--- config.mk ---
export PLATFORM = sky130hd
export DESIGN_NAME = mem_port_client_flat
export DESIGN_NICKNAME = d
export VERILOG_FILES = /design/src/rtl/mem_port_client_if.sv /design/src/rtl/mem_port_client.sv /design/src/flat_wrapper.sv
export SDC_FILE = /design/constraint.sdc
export NUM_CORES = 1
export LEC_CHECK = 0
export ABC_AREA = 1
export CORE_MARGIN = 2
export CORE_UTILIZATION = 45
export CTS_CLUSTER_DIAMETER = 100
export CTS_CLUSTER_SIZE = 24
export DETAILED_ROUTE_END_ITERATION = 10
export PLACE_DENSITY = 0.78
export SLEW_MARGIN = 20
export SYNTH_ARGS = -nofsm -noshare
export SYNTH_HDL_FRONTEND = slang
export SYNTH_SLANG_ARGS = --single-unit
--- constraint.sdc ---
create_clock -name clk -period 1.74 [get_ports clk]
set_input_delay 0.348 -clock clk [delete_from_list [all_inputs] [get_ports clk]]
set_output_delay 0.348 -clock clk [all_outputs]
set_load 0.005 [all_outputs]
--- src/rtl/mem_port_client_if.sv ---
// Arbiter-lane bundle for one memory port client: request/address/data toward the
// shared arbiter, grant and RAM read data back from it.
interface mem_port_client_if #(
    parameter int AW = 8,
    parameter int DW = 8
);
    logic          rden;
    logic          wren;
    logic [AW-1:0] addr_out;
    logic [DW-1:0] din_out;
    logic          acq;
    logic [DW-1:0] dq;

    modport master (
        output rden,
        output wren,
        output addr_out,
        output din_out,
        input  acq,
        input  dq
    );

    modport slave (
        input  rden,
        input  wren,
        input  addr_out,
        input  din_out,
        output acq,
        output dq
    );
endinterface

--- src/rtl/mem_port_client.sv ---
// Per-core memory request front-end: latches one load/store, holds it on the arbiter
// lane until granted, captures read data after RD_LAT cycles and pulses done.
module mem_port_client #(
    parameter int AW      = 8,
    parameter int DW      = 8,
    parameter int RD_LAT  = 1,
    parameter int TIMEOUT = 255
) (
    input  logic              clk,
    input  logic              rst,
    input  logic              mem_rd,
    input  logic              mem_wr,
    input  logic [AW-1:0]     mem_addr,
    input  logic [DW-1:0]     mem_wdata,
    output logic              busy,
    output logic              done,
    output logic [DW-1:0]     rdata,
    output logic              timeout,
    mem_port_client_if.master arb
);

    localparam int WCW = $clog2(TIMEOUT + 1);
    localparam int LCW = $clog2(RD_LAT + 1);

    typedef enum logic [1:0] {
        IDLE = 2'd0,
        REQ  = 2'd1,
        HOLD = 2'd2,
        DONE = 2'd3
    } state_t;

    state_t          state, state_n;
    logic            rden_q, rden_n;
    logic            wren_q, wren_n;
    logic [AW-1:0]   addr_q, addr_n;
    logic [DW-1:0]   din_q, din_n;
    logic [DW-1:0]   rdata_n;
    logic            done_n;
    logic            busy_n;
    logic            timeout_n;
    logic [WCW-1:0]  wait_cnt, wait_n;
    logic [LCW-1:0]  lat_cnt, lat_n;

    assign arb.rden     = rden_q;
    assign arb.wren     = wren_q;
    assign arb.addr_out = addr_q;
    assign arb.din_out  = din_q;

    always_ff @(posedge clk) begin
        if (rst) begin
            state    <= IDLE;
            rden_q   <= 1'b0;
            wren_q   <= 1'b0;
            addr_q   <= '0;
            din_q    <= '0;
            rdata    <= '0;
            done     <= 1'b0;
            busy     <= 1'b0;
            timeout  <= 1'b0;
            wait_cnt <= '0;
            lat_cnt  <= '0;
        end else begin
            state    <= state_n;
            rden_q   <= rden_n;
            wren_q   <= wren_n;
            addr_q   <= addr_n;
            din_q    <= din_n;
            rdata    <= rdata_n;
            done     <= done_n;
            busy     <= busy_n;
            timeout  <= timeout_n;
            wait_cnt <= wait_n;
            lat_cnt  <= lat_n;
        end
    end

    // Every output is computed here one cycle ahead and registered above, so done
    // is high exactly during the DONE state and busy mirrors the state register.
    always_comb begin
        state_n   = state;
        rden_n    = rden_q;
        wren_n    = wren_q;
        addr_n    = addr_q;
        din_n     = din_q;
        rdata_n   = rdata;
        done_n    = 1'b0;
        timeout_n = timeout;
        wait_n    = wait_cnt;
        lat_n     = lat_cnt;

        case (state)
            IDLE: begin
                if (mem_wr || mem_rd) begin
                    addr_n  = mem_addr;
                    din_n   = mem_wdata;
                    wren_n  = mem_wr;
                    rden_n  = ~mem_wr;
                    state_n = REQ;
                end
            end

            REQ: begin
                // Starvation is only reported; the request keeps waiting for a grant.
                if (wait_cnt != WCW'(TIMEOUT)) begin
                    wait_n = wait_cnt + WCW'(1);
                end
                if (wait_n == WCW'(TIMEOUT)) begin
                    timeout_n = 1'b1;
                end
                if (arb.acq) begin
                    if (wren_q) begin
                        wren_n  = 1'b0;
                        done_n  = 1'b1;
                        state_n = DONE;
                    end else begin
                        lat_n   = LCW'(1);
                        state_n = HOLD;
                    end
                end
            end

            HOLD: begin
                if (!arb.acq) begin
                    lat_n   = '0;
                    state_n = REQ;
                end else if (lat_cnt == LCW'(RD_LAT)) begin
                    rdata_n = arb.dq;
                    rden_n  = 1'b0;
                    done_n  = 1'b1;
                    state_n = DONE;
                end else begin
                    lat_n = lat_cnt + LCW'(1);
                end
            end

            DONE: begin
                wait_n  = '0;
                lat_n   = '0;
                state_n = IDLE;
            end

            default: begin
                state_n = IDLE;
            end
        endcase

        busy_n = (state_n != IDLE);
    end

endmodule

--- src/flat_wrapper.sv ---
// flat-port wrapper written by rule: the top's interface ports become plain ports
module mem_port_client_flat 
#(
    parameter int AW      = 8,
    parameter int DW      = 8,
    parameter int RD_LAT  = 1,
    parameter int TIMEOUT = 255
)
  (clk, rst, mem_rd, mem_wr, mem_addr, mem_wdata, busy, done, rdata, timeout, arb_rden, arb_wren, arb_addr_out, arb_din_out, arb_acq, arb_dq);
  mem_port_client_if #(.AW(AW), .DW(DW)) arb_i ();
  input  logic clk;
  input  logic rst;
  input  logic mem_rd;
  input  logic mem_wr;
  input  logic [AW-1:0] mem_addr;
  input  logic [DW-1:0] mem_wdata;
  output logic busy;
  output logic done;
  output logic [DW-1:0] rdata;
  output logic timeout;
  output wire logic [$bits(arb_i.rden)-1:0] arb_rden;
  output wire logic [$bits(arb_i.wren)-1:0] arb_wren;
  output wire logic [$bits(arb_i.addr_out)-1:0] arb_addr_out;
  output wire logic [$bits(arb_i.din_out)-1:0] arb_din_out;
  input wire logic [$bits(arb_i.acq)-1:0] arb_acq;
  input wire logic [$bits(arb_i.dq)-1:0] arb_dq;
  assign arb_rden = arb_i.rden;
  assign arb_wren = arb_i.wren;
  assign arb_addr_out = arb_i.addr_out;
  assign arb_din_out = arb_i.din_out;
  assign arb_i.acq = arb_acq;
  assign arb_i.dq = arb_dq;
  mem_port_client #(.AW(AW), .DW(DW), .RD_LAT(RD_LAT), .TIMEOUT(TIMEOUT)) u_core (.clk(clk), .rst(rst), .mem_rd(mem_rd), .mem_wr(mem_wr), .mem_addr(mem_addr), .mem_wdata(mem_wdata), .busy(busy), .done(done), .rdata(rdata), .timeout(timeout), .arb(arb_i));
endmodule
Word level (Yosys, flattened, before mapping)
Index checks and enable logic that the tools add are counted.
- word-level logic and storage cells: 63
- output and inout bits: 29
- register bits: 40
- add/subtract/negate cells: 2
- eq/ne operators: 10
- multiplexer cells: 26
- bitwise gates (word level): 1
- reduce and logical (&&, ||, !) cells: 13
- operator list (operator ; number):
    two-way mux 8 bit ; 2
    case mux 8 bit (2 select lines) ; 1
    two-way mux 1 bit ; 14
    AND reduction 3 bit ; 3
    adder 8 x 1 -> 8 bit (second input constant) ; 1
    == test 8 bit (second input constant) ; 1
    two-way mux 2 bit ; 4
    inequality test 8 bit (second input constant) ; 1
    case mux 2 bit (4 select lines) ; 1
    nonzero test 2 bit ; 4
    inequality test 2 bit (second input constant) ; 3
    case mux 1 bit (2 select lines) ; 3
    == test 2 bit (second input constant) ; 2
    inequality test 2 x 1 -> 1 bit (second input constant) ; 2
    AND reduction 2 bit ; 2
    AND reduction 4 bit ; 1
    case mux 1 bit (3 select lines) ; 1
    nonzero test 3 bit ; 1
    == test 2 x 1 -> 1 bit (second input constant) ; 1
    zero test 2 bit ; 1
    adder 1 bit (second input constant) ; 1
    logical OR 1 bit ; 1
    inverter 1 bit ; 1

Longest topological paths before layout
Gate-level depths: netlist of run 1.
- word-level depth: 5
- mapped depth: 10

Least setup slack after synthesis of run 1
OpenSTA, ideal clock, no wires.
- path kind: register -> register
- start: register u_core.state[0]
- end: register u_core.rden_q (netlist: u_core.arb.rden)
- arrival time: 1.284 ns
- buffers on the path: 0
- setup slack: 0.327 ns
- library setup time: 0.129 ns
- cell stages (with the launch flop): 9
- path through: dfxtp_1 inv_1 ha_1 nand2_1 nor2_4 o21ai_0 nor3_1 a21oi_1 nor2_1
- longest elaborated chain between the ends: 3
- elaborated cells on any way between the ends: 8
- those cells by class: eq/ne: 4; mux: 1; reduce/logical: 3
- ends and longest elaborated chain (element ; RTL line ; source):
    from (decl) ; mem_port_client.sv:32 ; state_t state, state_n;
    from (signal assigned) ; mem_port_client.sv:63 ; state <= state_n;
    == test 2 bit or zero test 2 bit (tied branches) ; mem_port_client.sv:91 ; case (state)
    inequality test 2 x 1 -> 1 bit (no line) (tied with other cells) ; -- ;
    AND reduction 4 bit (no line) ; -- ;
    to (signal assigned) ; mem_port_client.sv:64 ; rden_q <= rden_n;
    to (decl) ; mem_port_client.sv:33 ; logic rden_q, rden_n;
Several ways; a longest one is shown, not always the timed one.
A chain may end at the register's enable or synchronous reset.

Worst setup path in the final report of run 1
- start: register u_core.state[1]
- end: register u_core.din_q[5] (netlist: u_core.arb.din_out[5])
- longest elaborated chain between the ends: 2
- ends and longest elaborated chain (element ; RTL line ; source):
    zero test 2 bit ; mem_port_client.sv:91 ;
    AND reduction 2 bit (no line) ; -- ;
    to (signal assigned) ; mem_port_client.sv:67 ; din_q <= din_n;
    to (decl) ; mem_port_client.sv:36 ; logic [DW-1:0] din_q, din_n;
Every way passes these cells.

==> impl_summary.md, run 1 <==
Routing
The wire length per cell after detailed routing is 11.8 um. The number of optimization iterations in the first detailed-route pass is 4. The via density per instance is 4.95. For this run, design rule violations remaining after detail routing come to 0. The detail route stage leaves a number of antenna-violating nets equal to 0. The routed layout has 1823 vias.

Summed over all layers, the routed wires come to 4330 um. The detailed router's first-iteration violation count is 146.

Yosys
The number of nets in the synthesized netlist is 284. The number of warnings printed during yosys synthesis is 0. The part of the Yosys area used for sequential elements is 0.444. The area fraction of the dominant cell type after synthesis is 0.444. In this run the cell area of the synthesized design comes to 1800 um2. The cell type with the highest aggregate area in the netlist is sky130_fd_sc_hd__dfxtp_1. The number of standard cells after synthesis is 250. Sorting the synthesized cells by area gives the leading types as sky130_fd_sc_hd__dfxtp_1 44%, sky130_fd_sc_hd__nor2_1 13%, sky130_fd_sc_hd__o21ai_0 9.4%. The most used flip-flop cell after synthesis is sky130_fd_sc_hd__dfxtp_1. The number of synthesized register bits is 40. The number of enable flip-flop cells after synthesis is 0.

In this run, distinct cell masters in the synthesized netlist total 28. Dividing the synthesized area by the synthesized cell count gives 7.22 um2. In the synthesized netlist the async set-or-reset flop fraction comes to 0.

STA
For the final routed database, the setup TNS stands at 0 ns. Setup violations remaining at the end of the flow were counted as 0. The least setup slack across all paths after layout is 0.165 ns. The clock skew is 0.00204 ns. The final max-slew violation count was 0. The number of hold-slack violations in the final timing report is 0. In the finished design, the share of the clock period the worst path needs comes to 0.905. The worst slew margin relative to its limit is 0.675. The post-route minimum period is 1.57 ns.

Setup repair after global routing left no endpoint under its margin. The highest attainable clock frequency is 635 MHz. The measured slew at the worst slew-check pin is 0.486 ns.

Setup path
The worst setup path is launched from a flip-flop. STA classifies the critical path endpoint as a flip-flop. The setup path with the least slack is of type reg2reg.

In this run the worst path has a maximum fanout of 16. The terminus of the critical flop-to-flop path is u_core.arb.din_out[5]. The data required time at the worst endpoint is 1.92 ns. The data arrival time of the critical path is 1.75 ns. On the worst path, the slowest cell contributes a delay of 0.36 ns. The signal on the critical path passes through inv_1, ha_1, inv_2, nor2_4, inv_1, buf_12, nor2_1, nor2_1. The launching point of the worst reg2reg path is u_core.state[1].

The worst-path cell with the longest stage delay is sky130_fd_sc_hd__dfxtp_1. In this run the register-to-register setup slack is 0.17 ns. The worst-case reg-to-reg path depth is 8.

Final layout
The fraction of layout instances using a drive strength above 1 is 0.0912. The final cell count without fillers is 368. The filler cell count is 357. The final layout contains 351 nets.

The area growth from synthesis to layout is 44.8%. Leaving out fill and tap cells, the most frequent cells in the layout are 62 x sky130_fd_sc_hd__nor2_1, 57 x sky130_fd_sc_hd__clkdlybuf4s50_1, 40 x sky130_fd_sc_hd__dfxtp_1, 34 x sky130_fd_sc_hd__o21ai_0, 34 x sky130_fd_sc_hd__nand2_1. The number of antenna diodes in the final layout is 0.

Leaving out fill and tap cells, the most frequent cell in the layout is sky130_fd_sc_hd__nor2_1.

Floorplanning
During I/O placement, the number of pins put on the boundary was 58. The number of placement rows is 23. The die footprint is 4530 um2. The floorplan step set the die height to 67.3 um.

The floorplan die width is 67.3 um. The floorplan step defined a core boundary enclosing 3940 um2. The initial cell density of the core is 0.458.

Power and ir drop
In this run the power density over the cells is 854 nW/um2. VDD sags by at most 0.000549 V. The sum of internal, switching and leakage power is 2.23 mW. Cell internal power was estimated by the tool at 1.66 mW. The combinational power share is 0.206. Of the total power, the share spent switching nets is 0.254.

Summed over all nets, the switching power comes to 0.567 mW. The fraction of power consumed by sequential logic is 0.460. The portion of total power attributed to the clock network is 0.334.

The static leakage is 1.06 nW.

Worst hold path
The type of the tightest min-delay check is reg2reg. The sink of the worst hold path is u_core.timeout. The source of the worst hold timing path is u_core.timeout. The worst hold path passes through 2 cells.

Global route
The initial antenna violation count is 0. The largest net degree at the start of global routing is 17. The via count of the first global-routing pass is 1691. Global routing finished with a remaining overflow of 0. The aggregate global-route resource usage is 0.210. The wire length of the first global-routing pass is 7260 um.

Clock tree
The longest clock path from root to sink contains 2 buffers. The clock buffer count from CTS is 5. The clock latency on the worst-skew pair is 0.29 ns. TritonCTS built the clock tree. After clock tree synthesis, the clock-pin slew on the worst setup and hold paths is 0.08 ns. Counting every sink on the clock net gives 40. The tree is rooted in a sky130_fd_sc_hd__clkbuf_8. The H-tree depth is 2.

Place
The detailed placement HPWL is 3210 um. The number of placed instances, taps included is 360. The number of input and output port buffers inserted is 57. OpenSTA, run right after detailed placement, puts the worst setup slack at 0.0306 ns. At the end of routability-driven placement, the weighted congestion stood at 0.863.

Run status
The flow ran to the end, and the final reports show no timing, DRC or antenna violations.

Job
The number of max-cap violations is 0.
[registers in the layout, summed over array words and instances (netlist names)]
| name | cells |
|---|---|
| u_core.timeout | 1 |
| u_core.arb.addr_out | 8 |
| u_core.done | 1 |
| u_core.state | 2 |
| u_core.busy | 1 |
| u_core.wait_cnt | 8 |
| u_core.arb.din_out | 8 |
| u_core.lat_cnt | 1 |
| u_core.arb.rden | 1 |
| u_core.arb.wren | 1 |
| u_core.rdata | 8 |
[worst max-delay path, delay by kind of cell (launching register included)]
| kind | cells | cell delay, ns |
|---|---|---|
| and+or+nand+nor | 3 | 0.39 |
| buffers and inverters | 4 | 0.47 |
| DFF | 1 | 0.36 |
| adders and majority gates | 1 | 0.24 |
[stage by stage]
stage               utilization  instance area [um2]  hold slack (ns)
finish                    0.663                 2610            0.466
CTS                       0.662                 2610            0.468
global route              0.663                 2610            0.492
global placement          0.635                 2500            0.452
floorplan                     -                 1800            0.421
detailed placement        0.635                 2500            0.456
[kinds of logic (layout without fill, tap and decap cells)]
logic type      Yosys count  after routing  share of synthesized area
simple gates            123            123                      0.293
compound gates           51             51                      0.153
flops                    40             40                      0.444
buf+inv                  29             97                     0.0652
fa+ha+maj                 5              5                     0.0347
xor+xnor                  2              2                    0.00971
[power by group through the flow]
stage               clock network (mW)  registers [mW]  logic [mW]
global placement                     0            1.04       0.451
finish                           0.744            1.03       0.459
global route                     0.807            1.04       0.504
floorplan                            0            1.05       0.184
CTS                              0.764            1.03       0.462
detailed placement                   0            1.05       0.458
[Yosys cell counts, drive strengths merged (2+ instances only)]
cell and n:
ha 5, nand2 36, clkbuf 3, a211oi 2, buf 4, nand4 4
a21oi 11, nor2 66, dfxtp 40, nand3 15, inv 22, o21ai 34
[metal layers]
metal / global-route usage / share of wire / up-vias
met2: 0.338 / 0.46 / 50
li1: - / - / 943
met3: 0.0850 / 0.079 / 6
met1: 0.255 / 0.45 / 824
met4: 0.0689 / 0.0099 / 0
met5: 0 / 0 / -
[how the worst max path moves through the flow]
stage / from / to / slack (ns) / depth (start not counted)
5_1_grt: u_core.wait_cnt[0] / u_core.timeout / 0.01 / 9
3_5_place_dp: mem_wr / u_core.arb.addr_out[6] / 0.03 / 6
4_1_cts: u_core.wait_cnt[0] / u_core.timeout / 0.12 / 9
3_3_place_gp: mem_wr / u_core.busy / 0.07 / 5
2_1_floorplan: u_core.state[0] / u_core.arb.rden / 0.33 / 8
6_report: u_core.state[1] / u_core.arb.din_out[5] / 0.17 / 8
[repair_timing]
| action | in CTS | in global routing |
|---|---|---|
| setup buffers | 0 | 0 |
| gates resized for setup | 0 | 1 |
| endpoints found under the setup margin | 0 | 1 |
| hold buffers | 0 | 0 |
[cell type report]
type / instances / area [um2] / area share
Timing Repair Buffer: 67 / 671 / 0.257
Sequential cell: 40 / 801 / 0.307
Tap cell: 50 / 62.6 / 0.0239
Clock inverter: 2 / 35.0 / 0.0134
Clock buffer: 6 / 72.6 / 0.0278
Inverter: 22 / 82.6 / 0.0316
Multi-Input combinational cell: 181 / 888 / 0.340
Note: power is estimated with default switching activity, not from simulation.
==> run 2: changes to the inputs <==
--- a/config.mk
+++ b/config.mk
@@ -6,6 +6,7 @@
 export NUM_CORES = 1
 export LEC_CHECK = 0
 export ABC_AREA = 1
+export ABC_CLOCK_PERIOD_IN_PS = 1740
 export CORE_MARGIN = 2
 export CORE_UTILIZATION = 45
 export CTS_CLUSTER_DIAMETER = 100
==> results of run 2 <==
The final DEF is identical to that of run 1; final timing and power are the same.
